`src/rtl/uram_sdp_stream_reader.sv`:
```
// uram_sdp_stream_reader
//   Read-side master for an UltraRAM simple-dual-port block. Accepts
//   (addr,len) burst commands, issues one RAM read per cycle on the read port
//   and converts the fixed NBPIPE+2 cycle read latency into a valid/ready
//   stream. Reads are only issued while the output FIFO is guaranteed to have
//   room for them (FIFO entries + reads in flight < FDEPTH), so no read beat
//   is ever dropped under backpressure.
//
// Ports
//   clk, rst              clock, asynchronous active-high reset
//   cmd_valid/cmd_ready   command handshake
//   cmd_addr              burst start address (wraps modulo 2**AWIDTH)
//   cmd_len               beats to read, 0..2**AWIDTH (0 is a no-op)
//   ram_mem_en            RAM read enable, one pulse per issued read
//   ram_addrb             RAM read address (holds its value between reads)
//   ram_regceb            RAM output register enable, 1 once out of reset
//   ram_doutb             RAM read data
//   m_valid/m_ready       output stream handshake
//   m_data, m_last        stream data and end-of-burst flag
//   busy                  commands, reads or queued beats outstanding
module uram_sdp_stream_reader #(
  parameter int AWIDTH = 12,
  parameter int DWIDTH = 72,
  parameter int NBPIPE = 3,
  parameter int FDEPTH = 8
) (
  input  logic              clk,
  input  logic              rst,
  input  logic              cmd_valid,
  output logic              cmd_ready,
  input  logic [AWIDTH-1:0] cmd_addr,
  input  logic [AWIDTH:0]   cmd_len,
  output logic              ram_mem_en,
  output logic [AWIDTH-1:0] ram_addrb,
  output logic              ram_regceb,
  input  logic [DWIDTH-1:0] ram_doutb,
  output logic              m_valid,
  input  logic              m_ready,
  output logic [DWIDTH-1:0] m_data,
  output logic              m_last,
  output logic              busy
);

  localparam int TDEPTH = NBPIPE + 2;
  localparam int PW     = $clog2(FDEPTH);
  localparam int CW     = PW + 1;
  localparam logic [CW:0]     OCC_LIMIT  = (CW+1)'(FDEPTH);
  localparam logic [CW-1:0]   ARR_FULL   = CW'(FDEPTH);
  localparam logic [AWIDTH:0] REMAIN_ONE = (AWIDTH+1)'(1);

  typedef enum logic {IDLE, RUN} state_t;

  state_t              state_q, state_d;
  logic [AWIDTH-1:0]   cur_addr_q, cur_addr_d;
  logic [AWIDTH:0]     remain_q, remain_d;
  logic                rst_done_q;
  logic [TDEPTH-1:0]   tag_valid_q, tag_last_q;
  logic [CW-1:0]       inflight_q, arr_count_q, fifo_count;
  logic [CW:0]         occ;
  logic [PW-1:0]       wr_ptr_q, rd_ptr_q;
  logic [DWIDTH:0]     arr_q [FDEPTH];
  logic                issue, final_issue, cmd_fire;
  logic                push, push_last, out_load, arr_pop, arr_push, bypass;

  // Occupancy counts the output register as a FIFO entry; all terms are
  // registered so a pop in this cycle does not lend credit to this cycle.
  assign fifo_count = arr_count_q + CW'(m_valid);
  assign occ        = {1'b0, inflight_q} + {1'b0, fifo_count};
  assign push       = tag_valid_q[TDEPTH-1];
  assign push_last  = tag_last_q[TDEPTH-1];
  assign ram_regceb = rst_done_q;
  assign busy       = (state_q != IDLE) || (inflight_q != '0) || (fifo_count != '0);

  // Next-state logic. The command port also opens on the cycle that issues
  // a burst's final read, so consecutive bursts chain with no lost issue slot.
  // A command loaded in that cycle overrides the end-of-burst return to IDLE.
  always_comb begin
    state_d     = state_q;
    cur_addr_d  = cur_addr_q;
    remain_d    = remain_q;
    issue       = (state_q == RUN) && (occ < OCC_LIMIT);
    final_issue = issue && (remain_q == REMAIN_ONE);
    cmd_ready   = rst_done_q && ((state_q == IDLE) || final_issue);
    cmd_fire    = cmd_valid && cmd_ready;
    if (issue) begin
      cur_addr_d = cur_addr_q + AWIDTH'(1);
      remain_d   = remain_q - REMAIN_ONE;
      if (final_issue) begin
        state_d = IDLE;
      end
    end
    if (cmd_fire && (cmd_len != '0)) begin
      state_d    = RUN;
      cur_addr_d = cmd_addr;
      remain_d   = cmd_len;
    end
  end

  // State register, read port and tag pipe. A tag enters the pipe on the
  // same edge as its read is presented to the RAM; when it reaches the end
  // of the pipe, ram_doutb carries that read's data.
  always_ff @(posedge clk or posedge rst) begin
    if (rst) begin
      state_q     <= IDLE;
      cur_addr_q  <= '0;
      remain_q    <= '0;
      rst_done_q  <= 1'b0;
      ram_mem_en  <= 1'b0;
      ram_addrb   <= '0;
      tag_valid_q <= '0;
      tag_last_q  <= '0;
      inflight_q  <= '0;
    end else begin
      state_q     <= state_d;
      cur_addr_q  <= cur_addr_d;
      remain_q    <= remain_d;
      rst_done_q  <= 1'b1;
      ram_mem_en  <= issue;
      if (issue) begin
        ram_addrb <= cur_addr_q;
      end
      tag_valid_q <= {tag_valid_q[TDEPTH-2:0], issue};
      tag_last_q  <= {tag_last_q[TDEPTH-2:0], final_issue};
      if (issue && !push) begin
        inflight_q <= inflight_q + CW'(1);
      end else if (!issue && push) begin
        inflight_q <= inflight_q - CW'(1);
      end
    end
  end

  // Output FIFO: storage array in front of a registered output stage. A push
  // into an empty FIFO goes straight to the output stage when it can load.
  always_comb begin
    out_load = !m_valid || m_ready;
    arr_pop  = out_load && (arr_count_q != '0);
    bypass   = out_load && (arr_count_q == '0) && push;
    arr_push = push && !bypass;
  end

  always_ff @(posedge clk or posedge rst) begin
    if (rst) begin
      arr_count_q <= '0;
      wr_ptr_q    <= '0;
      rd_ptr_q    <= '0;
      m_valid     <= 1'b0;
      m_data      <= '0;
      m_last      <= 1'b0;
    end else begin
      if (arr_push) begin
        wr_ptr_q <= wr_ptr_q + PW'(1);
      end
      if (arr_pop) begin
        rd_ptr_q <= rd_ptr_q + PW'(1);
      end
      if (arr_push && !arr_pop) begin
        arr_count_q <= arr_count_q + CW'(1);
      end else if (!arr_push && arr_pop) begin
        arr_count_q <= arr_count_q - CW'(1);
      end
      if (out_load) begin
        m_valid <= arr_pop || bypass;
        if (arr_pop) begin
          {m_last, m_data} <= arr_q[rd_ptr_q];
        end else if (bypass) begin
          m_data <= ram_doutb;
          m_last <= push_last;
        end
      end
    end
  end

  // Storage needs no reset: the cleared count makes old contents unreachable.
  always_ff @(posedge clk) begin
    if (arr_push) begin
      arr_q[wr_ptr_q] <= {push_last, ram_doutb};
    end
  end

  a_credit : assert property (@(posedge clk) disable iff (rst) occ <= OCC_LIMIT);
  a_no_overflow : assert property (@(posedge clk) disable iff (rst)
                                   !(arr_push && (arr_count_q == ARR_FULL)));

endmodule
```
`config.mk`:
```
export PLATFORM = sky130hd
export DESIGN_NAME = uram_sdp_stream_reader
export DESIGN_NICKNAME = d
export VERILOG_FILES = /design/src/rtl/uram_sdp_stream_reader.sv
export SDC_FILE = /design/constraint.sdc
export NUM_CORES = 1
export LEC_CHECK = 0
export BUFFER_PORTS_ARGS = -buffer_cell sky130_fd_sc_hd__buf_2
export CORE_ASPECT_RATIO = 0.5
export CORE_MARGIN = 2
export CORE_UTILIZATION = 45
export DETAILED_ROUTE_END_ITERATION = 12
export SETUP_SLACK_MARGIN = 0.2
export SLEW_MARGIN = 30
export SYNTH_ARGS = -nofsm -noshare
export SYNTH_HDL_FRONTEND = slang
export SYNTH_SLANG_ARGS = --single-unit
```
`constraint.sdc`:
```
create_clock -name clk -period 6.5 [get_ports clk]
set_input_delay 0.65 -clock clk [delete_from_list [all_inputs] [get_ports clk]]
set_output_delay 0.65 -clock clk [all_outputs]
set_load 0.01 [all_outputs]
```
==> impl_metrics.csv, run 1 <==
group,metric,value,unit
power,p_seq_frac,0.443,
final_layout,fin_cells,2594,
global_routing,grt_pass1_wl,92900,um
final_layout,finalNetCount,1832,
route,drt_first_iter_violations,994,
global_routing,grt.total_usage,0.186,
status,status,"finished clean",
yosys,synth_seq_cells,721,
placement,io_buffers,190,
setup_path,crit_path_start_kind,"flip-flop",
floorplan,die_h,182,um
yosys,avgSynthCellArea,18.7,um^2
cts,clk_latency,0.62,ns
power,power.switching,4.36,mW
placement,dp_hpwl,32700,um
cts,cts.sinks,721,
setup_path,endpoint_kind,"primary output",
yosys,synth_cells,1515,
hold_path,min_path_type,"input port to asynchronous set/reset pin",
job,cap_violations,0,
cts,postCtsSetupRepairBufs,0,
power,swShare,0.308,
route,num_vias,14300,
power,pwr-share-comb,0.302,
final_layout,multiInputGateArea,7110,um^2
route,vias_per_cell,5.53,
cts,cts_hold_buf,0,
global_routing,grt_start_max_net_pins,91,
power,internal_power,9.80,mW
floorplan,core,61700,um^2
yosys,synth-edff-count,584,
route,wirelength,60000,um
sta,min_period_over_period,0.663,
yosys,synthArstFlopShare,0.190,
final_layout,register_area,21000,um^2
cts,max-clock-path-buffers,3,
cts,path_clk_slew,0.06,ns
route,drc,0,
global_routing,grt_antenna_before_repair,4,
power,vdd_ir_drop_max,0.346,mV
cts,cts_max_level,2,
sta,timing.fmax,232,MHz
power,leakage,11.4,nW
power,power-per-cell-area,437,nW/um^2
setup_path,rrSetupSlack,2.62,ns
route,detail-route-antenna-nets,0,
final_layout,post-route-util,0.525,
sta,hold_violations,0,
power,p_clk_frac,0.255,
sta,report.final.slew_viol_count,0,
sta,finClkSkew,0.0176,ns
floorplan,die_x,359,um
sta,setup_viol,0,
floorplan,pin_count,191,
cts,cts_tree,"built",
yosys,synth_seq_area_share,0.739,
yosys,yosysWarnings,0,
floorplan,start_util,0.459,
global_routing,grt.overflow.total,0,
cts,cts_resized,0,
yosys,ys_types,48,
floorplan,die_area,65200,um^2
final_layout,layout-drive-gt1-share,0.291,
cts,root_buffer,"clkbuf_16",
yosys,syn_area,28400,um^2
cts,cts_buffers,61,
final_layout,final_cell_mix,"584 x edfxtp_1, 190 x buf_2, 162 x nand2_1",
final_layout,n_fill_cell,4849,
placement,routabilityCongestion,0.740,
setup_path,crit_arrival,3.66,ns
setup_path,worstPathMaxFanout,37,
sta,worst_slew_pin_slew,0.833,ns
setup_path,required,5.85,ns
floorplan,rows,64,
sta,period_minus_slack,4.31,ns
sta,rsz0062_at_grt,"no",
yosys,synthFlopType,"edfxtp_1",
yosys,syn_nets,1633,
global_routing,first_global_vias,15400,
final_layout,mostFrequentLayoutCell,"edfxtp_1",
setup_path,crit_type,"flip-flop to primary output",
final_layout,syn2layout_area_growth,14.4,%
sta,finalSetupTns,0,ns
route,firstDrtPassIters,6,
sta,slew-limit-headroom,0.441,
placement,dp_cells,2474,
route,wl_per_cell,23.1,um
-- flip-flops by register name, indices dropped and copies added, names as in the netlist, 3 cells and up --
signal / cells
arr_count_q: 4
arr_q: 584
cur_addr_q: 12
inflight_q: 4
m_data: 72
ram_addrb: 12
rd_ptr_q: 3
remain_q: 13
tag_last_q: 5
tag_valid_q: 5
wr_ptr_q: 3
-- Yosys cell counts, drive strengths merged (2+ instances only) --
library cell | number | share of area
nor4 | 5 | 0.0013
nand2 | 162 | 0.021
buf | 36 | 0.0068
dfrtp | 137 | 0.12
xor2 | 7 | 0.0022
edfxtp | 584 | 0.62
mux2 | 42 | 0.019
clkbuf | 42 | 0.0056
nand4 | 6 | 0.0013
a21oi | 5 | 0.0013
inv | 7 | 0.00093
nor3 | 7 | 0.0012
mux2i | 73 | 0.026
nor2 | 18 | 0.0030
fa | 2 | 0.0014
and4 | 2 | 0.00062
nand3 | 16 | 0.0028
ha | 15 | 0.0066
o21ai | 150 | 0.026
xnor2 | 27 | 0.0083
a21o | 3 | 0.00079
mux4 | 146 | 0.12
nand2b | 3 | 0.00066
nand4b | 3 | 0.00093
-- cell families after synthesis --
logic type / count (synthesis) / share of synthesized area
buffers and inverters: 85 / 0.0133
muxes: 261 / 0.161
and+or+nand+nor: 231 / 0.0364
adders and majority gates: 17 / 0.00803
AOI/OAI and AO/OA: 165 / 0.0315
DFF: 721 / 0.739
xor gates and xnor gates: 34 / 0.0105
other: 1 / 0.000132
-- worst paths after layout --
kind                                start            end  cells after the start
max                        arr_count_q[0]      cmd_ready                     10
min                                   rst   ram_addrb[6]                      2
max reg2reg                arr_count_q[0]  inflight_q[3]                     15
min reg2reg                 tag_last_q[3]  tag_last_q[4]                      0
max in group asynchronous             rst    rd_ptr_q[1]                      3
min in group clk              cmd_addr[8]  cur_addr_q[8]                      2
-- per-stage QoR --
step	setup WS [ns]	total power [mW]	hold slack [ns]	area (um^2)
finish	2.19	14.2	0.151	32400
global route	1.94	15.0	0.185	32400
CTS	2.14	14.4	0.160	32400
detailed placement	2.63	10.7	0.335	30400
global placement	2.68	10.6	0.332	30400
floorplan	1.61	9.39	0.331	28400
-- final cells by class --
cell class                      count  share of cell area
Antenna cell                        3            0.000231
Clock buffer                       97              0.0547
Sequential cell                   721               0.647
Multi-Input combinational cell    709               0.219
Inverter                            7            0.000964
Timing Repair Buffer              214              0.0405
Clock inverter                     18             0.00598
Tap cell                          825              0.0318
-- power by group through the flow --
stage,combinational [mW],clock [mW],sequential (mW)
after CTS,4.32,3.70,6.34
final,4.28,3.61,6.27
after global placement,4.10,0,6.48
after global routing,4.71,3.90,6.36
after detailed placement,4.32,0,6.43
after floorplan,3.10,0,6.29
-- worst max-delay path: stages (launching register included) --
cell and delay, ns:
dfrtp_1 0.46, ha_1 0.23, ha_1 0.19, xor2_1 0.16, ha_1 0.19, or4b_1 0.63
a21oi_4 0.14, buf_4 0.41, a41oi_4 0.24, and2b_2 0.27, buf_2 0.12
-- per-layer routing --
| layer | vias to the layer above | GRT usage | part of all wire |
|---|---|---|---|
| li1 | 6361 | - | - |
| met1 | 7616 | 0.255 | 0.43 |
| met2 | 292 | 0.322 | 0.51 |
| met3 | 67 | 0.0286 | 0.042 |
| met4 | 2 | 0.0338 | 0.013 |
| met5 | - | 0 | 0.00018 |
No activity file was read; power rests on OpenSTA's default activity.
==> run 2: changes to the inputs <==
==> constraint.sdc (replaced) <==
create_clock -name clk -period 4.1 [get_ports clk]
set_input_delay 0.41 -clock clk [delete_from_list [all_inputs] [get_ports clk]]
set_output_delay 0.41 -clock clk [all_outputs]
set_load 0.01 [all_outputs]
==> impl_metrics.csv, run 2 (synthesis gave the netlist of run 1 again) <==
group,metric,value,unit
floorplan,die_area,65200,um^2
hold_path,min_path_type,"input port to asynchronous set/reset pin",
cts,cts.sinks,721,
route,num_vias,14400,
cts,root_buffer,"clkbuf_16",
global_routing,grt_antenna_before_repair,1,
power,vdd_ir_drop_max,0.450,mV
final_layout,post-route-util,0.529,
sta,hold-worst-slack,0.0113,ns
cts,clk_latency,0.62,ns
setup_path,cpMaxStageDelayCell,"or4b_4",
floorplan,die_h,182,um
cts,path_clk_slew,0.07,ns
placement,dp_cells,2479,
setup_path,worstPathMaxFanout,18,
sta,report.final.slew_viol_count,0,
setup_path,crit_arrival,3.32,ns
setup_path,path_common_cell,"ha_1",
sta,finalSetupTns,0,ns
floorplan,pin_count,191,
final_layout,mostFrequentLayoutCell,"edfxtp_1",
final_layout,largest-register,"arr_q",
final_layout,largest_reg_flops,584,
final_layout,finalNetCount,1847,
global_routing,grt_start_max_net_pins,152,
final_layout,syn2layout_area_growth,15.2,%
sta,setup_slack,0.369,ns
sta,slew-limit-headroom,0.408,
route,wl_per_cell,22.6,um
sta,hold_violations,0,
power,power-per-cell-area,697,nW/um^2
setup_path,required,3.69,ns
global_routing,grt_pass1_wl,91700,um
placement,routabilityCongestion,0.741,
route,drt_first_iter_violations,1043,
setup_path,crit_start,"arr_count_q[0]",
floorplan,die_x,359,um
cts,cts_max_level,2,
cts,cts_buffers,61,
floorplan,rows,64,
global_routing,grt.total_usage,0.183,
setup_path,crit_type,"flip-flop to primary output",
sta,rsz0062_at_grt,"no",
final_layout,layout-drive-gt1-share,0.294,
setup_path,reg2reg_from,"arr_count_q[0]",
sta,period_minus_slack,3.73,ns
sta,min_period_over_period,0.910,
setup_path,rrSetupSlack,0.72,ns
placement,dpl_worst_slack,0.433,ns
final_layout,final_cell_mix,"584 x edfxtp_1, 190 x buf_2, 162 x nand2_1",
global_routing,grt.overflow.total,0,
sta,timing.fmax,268,MHz
sta,worst_slew_pin_slew,0.888,ns
job,cap_violations,0,
setup_path,slowest_delay,0.57,ns
route,drc,0,
setup_path,endpoint_kind,"primary output",
route,vias_per_cell,5.50,
floorplan,core,61700,um^2
power,leakage,11.5,nW
status,status,"finished clean",
sta,setup_viol,0,
global_routing,first_global_vias,15500,
route,detail-route-antenna-nets,0,
placement,io_buffers,190,
route,firstDrtPassIters,5,
setup_path,crit_path_start_kind,"flip-flop",
setup_path,ff2ff_path_depth,10,
placement,dp_hpwl,31300,um
floorplan,start_util,0.459,
route,wirelength,59000,um
cts,cts_tree,"built",
cts,max-clock-path-buffers,3,
final_layout,fin_cells,2608,
final_layout,reg_top3,"arr_q x584, m_data x72, remain_q x13",
setup_path,rr_endpoint,"cur_addr_q[11]",
sta,finClkSkew,0.0115,ns
setup_path,crit_chain,"ha_1 > ha_1 > xor2_1 > ha_1 > or4b_4 > a21oi_4 > buf_12 > a41oi_4 > and2b_2 > buf_2",
==> run 2: cell types whose count changed in the layout (fill, tap and decap cells not counted), sizes merged <==
cell         before  now
dlygate4sd3       0   10
bufinv            3    2
inv               8    9
clkinv           12   11
bufbuf            0    1
diode             3    1
clkinvlp          2    3
clkbuf           97   98
buf             214  218
==> run 2: through the flow <==
step / instance area (um^2) / power (mW)
floorplan: 28400 / 14.9
global placement: 30500 / 16.8
detailed placement: 30500 / 17.0
CTS: 32600 / 23.1
global route: 32700 / 24.1
finish: 32700 / 22.8
==> run 2: power breakdown <==
group	switching (mW)	internal [mW]	total, mW
registers	0.812	9.16	9.98
logic	3.57	3.42	6.99
clock network	2.62	3.19	5.81
==> run 2: routing by layer <==
metal	GRT usage	vias up	routed length, um
met5	0	-	0
met4	0.0363	0	831
met3	0.0280	66	2200
met2	0.317	230	29900
met1	0.247	7677	26100
li1	-	6378	-
==> run 2: what timing repair did <==
action / 4_1_cts / 5_1_grt
resized for setup: 3 / 2
endpoints found under the setup margin: 1 / 1
endpoints found under the hold margin: 10 / 0
gates cloned: 1 / 0
hold buffers: 10 / 0
buffers inserted: 0 / 1
==> run 2: how the worst max path moves through the flow <==
stage                endpoint  slack, ns  cells after the start
2_1_floorplan     arr_q[2][0]      -0.54                      5
3_3_place_gp    cur_addr_q[9]       0.50                     10
3_5_place_dp   cur_addr_q[11]       0.43                     10
4_1_cts             cmd_ready       0.20                     10
5_1_grt             cmd_ready       0.21                     10
6_report            cmd_ready       0.37                     10
==> run 2: critical path, delay by kind of cell (launching register included) <==
family                   cells  cell delay, ns
XOR/XNOR                     1            0.16
AND/OR/NAND/NOR              2            0.82
flip-flops                   1            0.45
adder cells (fa/ha/maj)      3            0.59
AO/OA/AOI/OAI                2            0.37
buffers and inverters        2            0.31
==> run 2: layout make-up <==
type                            count  area [um^2]
Sequential cell                   721        21000
Clock buffer                       98         1830
Inverter                            7         30.0
Antenna cell                        1         2.50
Multi-Input combinational cell    709         7110
Clock inverter                     18          176
Tap cell                          825         1030
Timing Repair Buffer              229         1510
Fill cell                        4889        29100
==> run 3: changes to the inputs <==
==> constraint.sdc (replaced) <==
create_clock -name clk -period 4.33 [get_ports clk]
set_input_delay 0.433 -clock clk [delete_from_list [all_inputs] [get_ports clk]]
set_output_delay 0.433 -clock clk [all_outputs]
set_load 0.01 [all_outputs]
==> impl_metrics.csv, run 3 (synthesis gave the netlist of run 1 again) <==
group,metric,value,unit
global_routing,grt_antenna_before_repair,2,
sta,timing.fmax,275,MHz
floorplan,die_area,65200,um^2
final_layout,final_cell_mix,"584 x edfxtp_1, 190 x buf_2, 162 x nand2_1",
final_layout,largest_reg_flops,584,
route,vias_per_cell,5.51,
route,wl_per_cell,22.7,um
setup_path,rrSetupSlack,0.87,ns
setup_path,cpMaxStageDelayCell,"or4b_1",
placement,io_buffers,190,
sta,setup_slack,0.693,ns
setup_path,rr_endpoint,"inflight_q[3]",
setup_path,cp.buffers_inverters,1,
setup_path,crit_arrival,3.20,ns
cts,clk_latency,0.60,ns
cts,path_clk_slew,0.06,ns
global_routing,grt_start_max_net_pins,147,
final_layout,n_fill_cell,4867,
setup_path,endpoint_kind,"primary output",
power,total_power,21.4,mW
status,status,"finished clean",
setup_path,crit_chain,"ha_1 > ha_1 > xor2_1 > ha_1 > or4b_1 > a21oi_4 > a41oi_4 > and2b_2 > buf_2",
placement,dp_hpwl,32800,um
sta,slew-limit-headroom,0.350,
route,drc,0,
sta,worst_slew_pin_slew,0.975,ns
job,cap_violations,0,
global_routing,grt_pass1_wl,91700,um
sta,finClkSkew,0.0284,ns
placement,dp_cells,2483,
global_routing,grt.total_usage,0.184,
floorplan,start_util,0.459,
cts,cts_tree,"built",
sta,period_minus_slack,3.64,ns
placement,dpl_worst_slack,0.865,ns
power,vdd_ir_drop_max,0.469,mV
route,detail-route-antenna-nets,0,
setup_path,cp_top_family,"simple AND/OR/NAND/NOR gates",
cts,cts_max_level,3,
final_layout,mostFrequentLayoutCell,"edfxtp_1",
floorplan,die_x,359,um
setup_path,crit_type,"flip-flop to primary output",
global_routing,grt.overflow.total,0,
cts,max-clock-path-buffers,3,
placement,routabilityCongestion,0.726,
final_layout,largest-register,"arr_q",
sta,min_period_over_period,0.840,
setup_path,ff2ff_path_depth,14,
cts,cts_resized,0,
setup_path,path_common_cell,"ha_1",
floorplan,die_h,182,um
sta,report.final.slew_viol_count,0,
final_layout,layout-drive-gt1-share,0.295,
setup_path,slowest_delay,0.62,ns
hold_path,min_path_type,"input port to asynchronous set/reset pin",
cts,root_buffer,"clkbuf_16",
setup_path,reg2reg_from,"arr_count_q[0]",
power,power-per-cell-area,658,nW/um^2
cts,cts_hold_buf,0,
setup_path,required,3.90,ns
final_layout,finalNetCount,1844,
final_layout,syn2layout_area_growth,14.6,%
floorplan,core,61700,um^2
global_routing,first_global_vias,15600,
cts,cts.sinks,721,
route,num_vias,14400,
setup_path,crit_end,"cmd_ready",
route,drt_first_iter_violations,1169,
sta,hold_violations,0,
cts,cts_buffers,66,
final_layout,reg_top3,"arr_q x584, m_data x72, remain_q x13",
final_layout,fin_cells,2605,
sta,setup_viol,0,
power,leakage,11.4,nW
sta,rsz0062_at_grt,"no",
setup_path,worstPathMaxFanout,5,
setup_path,crit_path_start_kind,"flip-flop",
setup_path,cp.depth,9,
route,firstDrtPassIters,5,
sta,finalSetupTns,0,ns
sta,hold-worst-slack,0.0214,ns
cts,postCtsSetupRepairBufs,0,
setup_path,crit_start,"arr_count_q[0]",
floorplan,rows,64,
route,wirelength,59100,um
floorplan,pin_count,191,
[run 3: cell count changes in the layout (fill, tap and decap cells not counted), moves of 2 or more]
cell	change
clkinvlp_4	-2
buf_4	+8
clkbuf_16	+6
dlygate4sd3_1	-10
clkbuf_8	-8
clkinv_2	+6
clkinv_1	+4
buf_12	-5
[run 3: layout make-up]
type,instances,area [um^2],share of cell area
Antenna cell,2,5.00,0.000154
Clock buffer,96,1870,0.0575
Clock inverter,24,148,0.00454
Inverter,7,31.3,0.000962
Multi-Input combinational cell,709,7110,0.219
Sequential cell,721,21000,0.645
Tap cell,825,1030,0.0318
Timing Repair Buffer,221,1330,0.0410
[run 3: worst min path at each step]
| stage | endpoint | slack, ns | cells after the start |
|---|---|---|---|
| 2_1_floorplan | tag_last_q[1] | 0.33 | 0 |
| 6_report | cur_addr_q[7] | 0.02 | 2 |
| 4_1_cts | m_data[39] | 0.03 | 2 |
| 3_5_place_dp | tag_valid_q[4] | 0.34 | 0 |
| 3_3_place_gp | tag_valid_q[3] | 0.34 | 0 |
| 5_1_grt | cur_addr_q[7] | 0.05 | 2 |
[run 3: power breakdown]
group / switching, mW / internal, mW
combinational: 3.33 / 3.06
sequential: 0.775 / 8.68
clock: 2.47 / 3.07
total: 6.58 / 14.8
[run 3: per-layer routing]
metal	up-vias	wire, um	global-route usage
li1	6387	-	-
met1	7618	26000	0.248
met2	282	29900	0.314
met3	69	2380	0.0338
met4	0	895	0.0414
met5	-	0	0
[run 3: per-stage QoR]
step,area (um^2),utilization
floorplan,28400,-
CTS,32500,0.526
global placement,30500,0.494
global route,32500,0.526
finish,32500,0.526
detailed placement,30500,0.494
